<file path="config.mk">
export PLATFORM = sky130hd
export DESIGN_NAME = mem_arbiter
export DESIGN_NICKNAME = d
export VERILOG_FILES = /design/src/rtl/mem_arbiter_pkg.sv /design/src/rtl/arb_rr2.sv /design/src/rtl/mem_arbiter.sv
export SDC_FILE = /design/constraint.sdc
export NUM_CORES = 1
export LEC_CHECK = 0
export CORE_UTILIZATION = 38
export CTS_CLUSTER_DIAMETER = 80
export DETAILED_ROUTE_END_ITERATION = 10
export PLACE_DENSITY = 0.77
export SLEW_MARGIN = 0
export SYNTH_ARGS = -nofsm -noshare
export SYNTH_HDL_FRONTEND = slang
export SYNTH_SLANG_ARGS = --single-unit
</file>
<file path="constraint.sdc">
create_clock -name clk -period 2.66 [get_ports clk]
set_input_delay 0.399 -clock clk [delete_from_list [all_inputs] [get_ports clk]]
set_output_delay 0.399 -clock clk [all_outputs]
set_load 0.02 [all_outputs]
</file>
<file path="src/rtl/mem_arbiter_pkg.sv">
// Shared types for the two-requester data-memory arbiter:
// FSM state encoding, requester ids and the default memory depth.
package mem_arbiter_pkg;

  typedef enum logic [1:0] {
    IDLE   = 2'd0,
    ACCESS = 2'd1,
    WAIT   = 2'd2,
    RESP   = 2'd3
  } state_t;

  localparam logic ID_CPU = 1'b0;
  localparam logic ID_DMA = 1'b1;

  localparam int DEF_MEM_DEPTH = 256;

endpackage

</file>
<file path="src/rtl/arb_rr2.sv">
// Two-way round-robin pick between CPU and DMA.
// Ports: req_cpu/req_dma requests, last = last served id, win = winner id.
module arb_rr2
  import mem_arbiter_pkg::*;
(
  input  logic req_cpu,
  input  logic req_dma,
  input  logic last,
  output logic win
);

  // On a tie the requester not served last goes next.
  always_comb begin
    win = ID_CPU;
    if (req_cpu && req_dma)
      win = ~last;
    else if (req_dma)
      win = ID_DMA;
  end

endmodule

</file>
<file path="src/rtl/mem_arbiter.sv">
// Arbitrates CPU and DMA word accesses onto one single-port memory.
// Ports: clk/reset, cpu_* and dma_* requesters, mem_* memory side, busy, grant_id.
module mem_arbiter
  import mem_arbiter_pkg::*;
#(
  parameter int MEM_LATENCY = 1,
  parameter int MEM_DEPTH   = DEF_MEM_DEPTH
) (
  input  logic        clk,
  input  logic        reset,
  input  logic        cpu_req,
  input  logic        cpu_we,
  input  logic [31:0] cpu_addr,
  input  logic [31:0] cpu_wdata,
  output logic        cpu_ack,
  output logic        cpu_err,
  output logic [31:0] cpu_rdata,
  input  logic        dma_req,
  input  logic        dma_we,
  input  logic [31:0] dma_addr,
  input  logic [31:0] dma_wdata,
  output logic        dma_ack,
  output logic        dma_err,
  output logic [31:0] dma_rdata,
  output logic        mem_read,
  output logic        mem_write,
  output logic [31:0] mem_addr,
  output logic [31:0] mem_wdata,
  input  logic [31:0] mem_rdata,
  output logic        busy,
  output logic        grant_id
);

  localparam logic [3:0] LAT_M1 = 4'(MEM_LATENCY - 1);

  state_t      state, state_n;
  logic [3:0]  cnt;
  logic        err_q;
  logic        we_q;
  logic [31:0] addr_q;
  logic [31:0] wdata_q;
  logic [31:0] rdata_q;
  logic        owner;
  logic        last;
  logic        win;
  logic        oor;
  logic        any_req;
  logic        acc;
  logic        rsp;

  arb_rr2 u_rr (
    .req_cpu (cpu_req),
    .req_dma (dma_req),
    .last    (last),
    .win     (win)
  );

  assign any_req = cpu_req | dma_req;
  assign oor     = addr_q >= 32'(MEM_DEPTH);

  always_comb begin
    state_n = state;
    unique case (state)
      IDLE:
        if (any_req) state_n = ACCESS;
      ACCESS:
        if (oor || LAT_M1 == 4'd0) state_n = RESP;
        else state_n = WAIT;
      WAIT:
        if (cnt == 4'd1) state_n = RESP;
      RESP:
        state_n = IDLE;
      default:
        state_n = IDLE;
    endcase
  end

  always_ff @(posedge clk) begin
    if (reset) begin
      state   <= IDLE;
      cnt     <= '0;
      err_q   <= 1'b0;
      we_q    <= 1'b0;
      addr_q  <= '0;
      wdata_q <= '0;
      rdata_q <= '0;
      owner   <= ID_CPU;
      last    <= ID_DMA;
    end else begin
      state <= state_n;
      unique case (state)
        IDLE:
          if (any_req) begin
            owner   <= win;
            last    <= win;
            err_q   <= 1'b0;
            we_q    <= win ? dma_we : cpu_we;
            addr_q  <= win ? dma_addr : cpu_addr;
            wdata_q <= win ? dma_wdata : cpu_wdata;
          end
        ACCESS: begin
          cnt   <= LAT_M1;
          err_q <= oor;
          if (state_n == RESP)
            rdata_q <= (!we_q && !oor) ? mem_rdata : '0;
        end
        WAIT: begin
          cnt <= cnt - 4'd1;
          if (state_n == RESP)
            rdata_q <= we_q ? '0 : mem_rdata;
        end
        default: ;
      endcase
    end
  end

  assign acc = (state == ACCESS);
  assign rsp = (state == RESP);

  assign mem_read  = acc & ~oor & ~we_q;
  assign mem_write = acc & ~oor & we_q;
  assign mem_addr  = acc ? addr_q : '0;
  assign mem_wdata = acc ? wdata_q : '0;

  assign cpu_ack   = rsp & (owner == ID_CPU);
  assign dma_ack   = rsp & (owner == ID_DMA);
  assign cpu_err   = cpu_ack & err_q;
  assign dma_err   = dma_ack & err_q;
  assign cpu_rdata = cpu_ack ? rdata_q : '0;
  assign dma_rdata = dma_ack ? rdata_q : '0;

  assign busy     = (state != IDLE);
  assign grant_id = busy & owner;

endmodule

</file>
# Word level (Yosys, flattened, before mapping)
# Index checks and enable logic that the tools add are counted.
[totals]
ff_bits = 106
inputBits = 166
out_inout_bits = 136
word_cells = 63
[op_classes]
addsub = 1
magnitude_cmp = 1
n_eq_ne = 8
n_mux = 20
bitwise = 13
reduce_logical = 11
[op_table]
columns = ["op", "n"]
rows = [
  ["2-to-1 mux 32 bit", 10],
  ["case mux 32 bit (2 select lines)", 1],
  [">= comparator 32 x 9 -> 1 bit, second input constant", 1],
  ["AND 1 bit", 8],
  ["case mux 2 bit (4 select lines)", 1],
  ["case mux 4 bit (2 select lines)", 1],
  ["equality test 2 bit, second input constant", 3],
  ["nonzero test 2 bit", 3],
  ["equality test 4 x 1 -> 1 bit, second input constant", 1],
  ["2-to-1 mux 1 bit", 4],
  ["2-to-1 mux 2 bit", 2],
  ["!= test 2 bit, second input constant", 2],
  ["inverter 1 bit", 4],
  ["AND reduction 2 bit", 2],
  ["subtractor 4 x 1 -> 4 bit, second input constant", 1],
  ["AND reduction 3 bit", 1],
  ["equality test 2 x 1 -> 1 bit, second input constant", 1],
  ["logical AND 1 bit", 2],
  ["zero test 1 bit", 2],
  ["zero test 2 bit", 1],
  ["!= test 2 x 1 -> 1 bit, second input constant", 1],
  ["case mux 1 bit (2 select lines)", 1],
  ["OR 1 bit", 1],
]

# Longest topological paths before layout
[logic_depth]
ltp_word = 6
depth_mapped = 9
mapped_depth_nobuf = 6

# Modules after synthesis
# A second synthesis with hierarchy kept.
[hier_totals]
hier_cells = 656
hier_area_um2 = 5622.9
[modules_own_cells]
columns = ["module", "n_inst", "cells_each", "area_per_inst_um2", "seq_area_each_um2"]
rows = [
  ["mem_arbiter", 1, 655, 5611.6, 2122.0],
  ["arb_rr2", 1, 1, 11.3, 0.0],
]

# Least setup slack after synthesis
# OpenSTA, ideal clock, no wires.
[synth_path]
kind = "register to register"
startpoint = "register state[0]"
endpoint = "register rdata_q[10]"
setup_time_ps = 117
arrival_time_ps = 1959
required_ps = 2543
slack_ps = 584
path_stages_with_launch = 9
n_path_buf = 2
period_less_slack_ps = 2076
path_cell_list = "dfxtp_1 > inv_1 > ha_1 > buf_4 > a211o_1 > a311oi_1 > nor2_1 > buf_4 > a32o_2"
[synth_via]
elab_chain_len = 5
word_cells_on_any_way = 13
classes_between = "eq/ne: 6; mux: 4; reduce/logical: 3"
[synth_lines]
columns = ["item", "line", "rtl"]
rows = [
  ["start, declared", "mem_arbiter.sv:36", "state_t state, state_n;"],
  ["start signal, assigned", "mem_arbiter.sv:90", "state <= state_n;"],
  ["equality test 2 bit, or another cell as far along", "mem_arbiter.sv:63", "unique case (state)"],
  ["case mux 2 bit (4 select lines)", "mem_arbiter.sv:63", ""],
  ["equality test 2 bit", "mem_arbiter.sv:104, mem_arbiter.sv:109", ""],
  ["!= test 2 bit (no source line) / != test 2 x 1 -> 1 bit (equally long branches)", "--", ""],
  ["AND reduction 3 bit (no source line)", "--", ""],
  ["end signal, assigned", "mem_arbiter.sv:105", "rdata_q <= (!we_q && !oor) ? mem_rdata : '0;"],
  ["end signal, assigned", "mem_arbiter.sv:110", "rdata_q <= we_q ? '0 : mem_rdata;"],
  ["end, declared", "mem_arbiter.sv:42", "logic [31:0] rdata_q;"],
]
# Parallel ways exist; a longest one is shown, timed or not.
# A chain may end at the register's enable or synchronous reset.

# Worst setup path in the final report
[layout_path]
startpoint = "register state[0]"
endpoint = "output port mem_wdata[30]"
[layout_via]
elab_chain_len = 2
[layout_lines]
columns = ["item", "line", "rtl"]
rows = [
  ["equality test 2 x 1 -> 1 bit", "mem_arbiter.sv:117", "assign acc = (state == ACCESS);"],
  ["2-to-1 mux 32 bit", "mem_arbiter.sv:123", "assign mem_wdata = acc ? wdata_q : '0;"],
  ["end, declared", "mem_arbiter.sv:28", "output logic [31:0] mem_wdata,"],
]
# No other way between the ends.

==> results.sh <==
export IMPL_outcome="complete, no violations"
export IMPL_finalHoldViolations=0
export IMPL_core_um2=13900
export IMPL_detailedPlace_worstSlack_ns=0.0741
export IMPL_dpl_cell_area_um2=8610
export IMPL_finalPower_w=0.00740
export IMPL_setup_tns_ns=0
export IMPL_via_count=5315
export IMPL_fin_crit_sh=0.965
export IMPL_dieHeight_um=122
export IMPL_die_w_um=122
export IMPL_design_area_um2=8970
export IMPL_avgSynthCellArea_um2=9.27
export IMPL_cp_cell_sequence="buf_4, ha_2, buf_4, and2_1, clkdlybuf4s50_1"
export IMPL_dpl_hpwl_mm=13.1
export IMPL_slowest_stage="clkdlybuf4s50_1"
export IMPL_maxCapViolations=0
export IMPL_dr_first_iter_drc_count=197
export IMPL_vias_per_cell=5.08
export IMPL_cts_sinks=106
export IMPL_path_buf_inv=3
export IMPL_met2_length_mm=8.65
export IMPL_min_from="reset"
export IMPL_power_combinational_fraction=0.483
export IMPL_required_ns=2.26
export IMPL_grt_max_degree=52
export IMPL_synth_fa_ha_area_frac=0.0138
export IMPL_whs_path_depth=2
export IMPL_finalSetupViolCount=0
export IMPL_fin_crit_ns=2.57
export IMPL_hold_path_endpoint="cnt[3]"
export IMPL_synth_xor_area_frac=0
export IMPL_synth_mux_area_frac=0.119
export IMPL_cpPeakStageDelay_ns=0.61
export IMPL_cts_tree="built"
export IMPL_synthSimpleGateAreaFrac=0.238
export IMPL_seq_power_share=0.324
export IMPL_switching_share=0.395
export IMPL_yosysTopAreaCell="dfxtp_1"
export IMPL_ant_nets=0
export IMPL_skew_ns=0.00723
export IMPL_grt_pass1_vias=5148
export IMPL_max_freq_ghz=0.390
export IMPL_synth_area_um2=5460
export IMPL_postCtsSetupBuffers=0
export IMPL_synth_top_family_by_area="simple AND/OR/NAND/NOR gates"
export IMPL_syn_nets=761
export IMPL_htreeDepth=3
export IMPL_postCtsHoldBufs=0
export IMPL_antenna_cells=0
export IMPL_cellInternalPower_w=0.00448
export IMPL_yosysTopAreaCellShare=0.389
export IMPL_leakagePower_nw=3.85
export IMPL_crit_family="buffers and inverters"
export IMPL_crit_reg2reg_launch="state[0]"
export IMPL_grt_pass1_wl_mm=25.5
export IMPL_startpoint_type="flop"
export IMPL_yosys_warnings=0
export IMPL_met3_length_mm=1.05
export IMPL_met1Wirelength_mm=6.65
export IMPL_r2r_end="rdata_q[1]"
export IMPL_min_path_type="in2reg"
export IMPL_fp_row_count=43
export IMPL_clockPowerShare=0.192
export IMPL_synth_compound_area_frac=0.185
export IMPL_antenna_found_initial=0
export IMPL_syn_inst=589
export IMPL_cts_root_buf="clkbuf_16"
export IMPL_initial_utilization=0.392
export IMPL_seq_area_frac_synth=0.389
export IMPL_critPathMostFrequentCell="buf_4"
export IMPL_port_buffer_count=301
export IMPL_grt_setup_unrepaired="true"
export IMPL_path_clk_slew_ns=0.07
export IMPL_rr_worst_depth=6
export IMPL_worstPathArrival_ns=2.17
export IMPL_synth_seq_cells=106
export IMPL_worstPathMaxFanout=28
export IMPL_vdd_ir_drop_max_v=0.000366
export IMPL_numCtsBuffers=9
export IMPL_p_switching_w=0.00292
export IMPL_post_route_drc_count=0
export IMPL_grt_use_total=0.221
export IMPL_die_area_um2=14800
export IMPL_slew_violations=0
export IMPL_finalWorstSetupSlack_ns=0.0931
export IMPL_gp_congestion=0.818
export IMPL_gr_total_overflow=0
export IMPL_top_layer_used="met4"
export IMPL_synth_cell_types=41
export IMPL_layout_drive_gt1_share=0.0901
export IMPL_crit_type="reg2out"
export IMPL_ios=302
export IMPL_wl_per_cell_um=16.0
export IMPL_area_growth_pct=64.4
export IMPL_end_kind="output port"
export IMPL_worst_slew_pin_slew_ns=0.731
export IMPL_maxSlewHeadroom=0.512
export IMPL_p_per_area_nw_per_um2=824
export IMPL_nets=1033
export IMPL_synth_area_leaders="dfxtp_1 (39%), mux2i_1 (12%), and2_1 (11%)"
export IMPL_first_pass_iters=4
export IMPL_hold_ws_ns=0.431
export IMPL_drt_wl_total_mm=16.7
export IMPL_clkLatencyLatePin_ns=0.34
export IMPL_clock_path_buffers=2
export IMPL_regToRegSetupSlack_ns=0.44
==> cell usage after synthesis (all sizes together) <==
cell,number
ha,6
nand2,5
nor3,2
mux2i,65
a21oi,7
and3,34
and2,98
inv,6
o21a,1
o211ai,1
buf,22
o21ai,2
nand3,1
nand4,1
dfxtp,106
a311oi,1
o41ai,1
a21o,1
clkbuf,35
or3b,1
or2,1
and3b,1
a21boi,1
a211oi,65
a32o,32
nor2b,4
o21ba,1
nor2,76
a31oi,2
or3,1
nor4,6
a211o,1
o31ai,1
nand4b,1
==> worst register-to-register path, cell delays in order, from the launching register on <==
cell	delay (ns)
dfxtp_1	0.34
inv_1	0.07
ha_1	0.32
a211o_1	0.31
a311oi_1	0.48
nor2_4	0.27
a32o_1	0.33
==> placed cells by master, fill, tap and decap left out, drive strengths merged, types with 5 or more instances in the layout <==
master	count
clkdlybuf4s50	288
dfxtp	106
and2	98
nor2	76
mux2i	65
a211oi	65
and3	34
a32o	32
buf	18
clkbuf	12
dlymetal6s2s	11
a21oi	7
inv	6
ha	6
nor4	6
nand2	5
==> routing by layer <==
layer / vias to the layer above / global-route usage
met5: - / 0
met4: 0 / 0.0880
met3: 23 / 0.0389
met2: 210 / 0.411
met1: 2410 / 0.246
li1: 2672 / -
==> cell families after synthesis <==
kind of cell	after synthesis
and+or+nand+nor	232
AOI/OAI and AO/OA	117
DFF	106
muxes	65
buffers and inverters	63
adders and majority gates	6
==> sequential cells by signal, summed over array words and instances (netlist names) <==
| signal | count |
|---|---|
| addr_q | 32 |
| cnt | 4 |
| err_q | 1 |
| last | 1 |
| owner | 1 |
| rdata_q | 32 |
| state | 2 |
| wdata_q | 32 |
| we_q | 1 |
==> how the worst max path moves through the flow <==
stage | startpoint | to | slack [ns] | cells after the start
floorplan | state[0] | rdata_q[10] | 0.58 | 8
global placement | dma_req | rdata_q[30] | 0.22 | 5
detailed placement | dma_req | rdata_q[23] | 0.07 | 5
CTS | addr_q[14] | mem_read | 0.02 | 5
global route | state[0] | dma_rdata[21] | -0.001 | 5
finish | state[0] | mem_wdata[30] | 0.09 | 5
==> repair_timing <==
| item | in CTS | in global routing |
|---|---|---|
| resized for setup | 2 | 13 |
| endpoints found under the setup margin | 2 | 47 |
| pin swaps | 0 | 1 |
==> power groups by stage <==
stage | Sequential (W) | Combinational, W | Clock, W
CTS | 0.00240 | 0.00358 | 0.00146
global route | 0.00246 | 0.00389 | 0.00152
finish | 0.00240 | 0.00357 | 0.00142
global placement | 0.00240 | 0.00345 | 0
floorplan | 0.00234 | 0.00235 | 0
detailed placement | 0.00243 | 0.00358 | 0
==> layout make-up <==
cell class	instances	area, um2
Fill cell	1155	4960
Timing Repair Buffer	318	3220
Multi-Input combinational cell	420	3060
Sequential cell	106	2120
Clock buffer	12	246
Tap cell	180	225
Clock inverter	4	75.1
Inverter	6	22.5
==> through the flow <==
stage	cells	utilization
floorplan	589	-
global placement	1030	0.618
detailed placement	1030	0.618
CTS	1046	0.641
global route	1046	0.644
finish	1046	0.644
No activity file was read; power rests on OpenSTA's default activity.
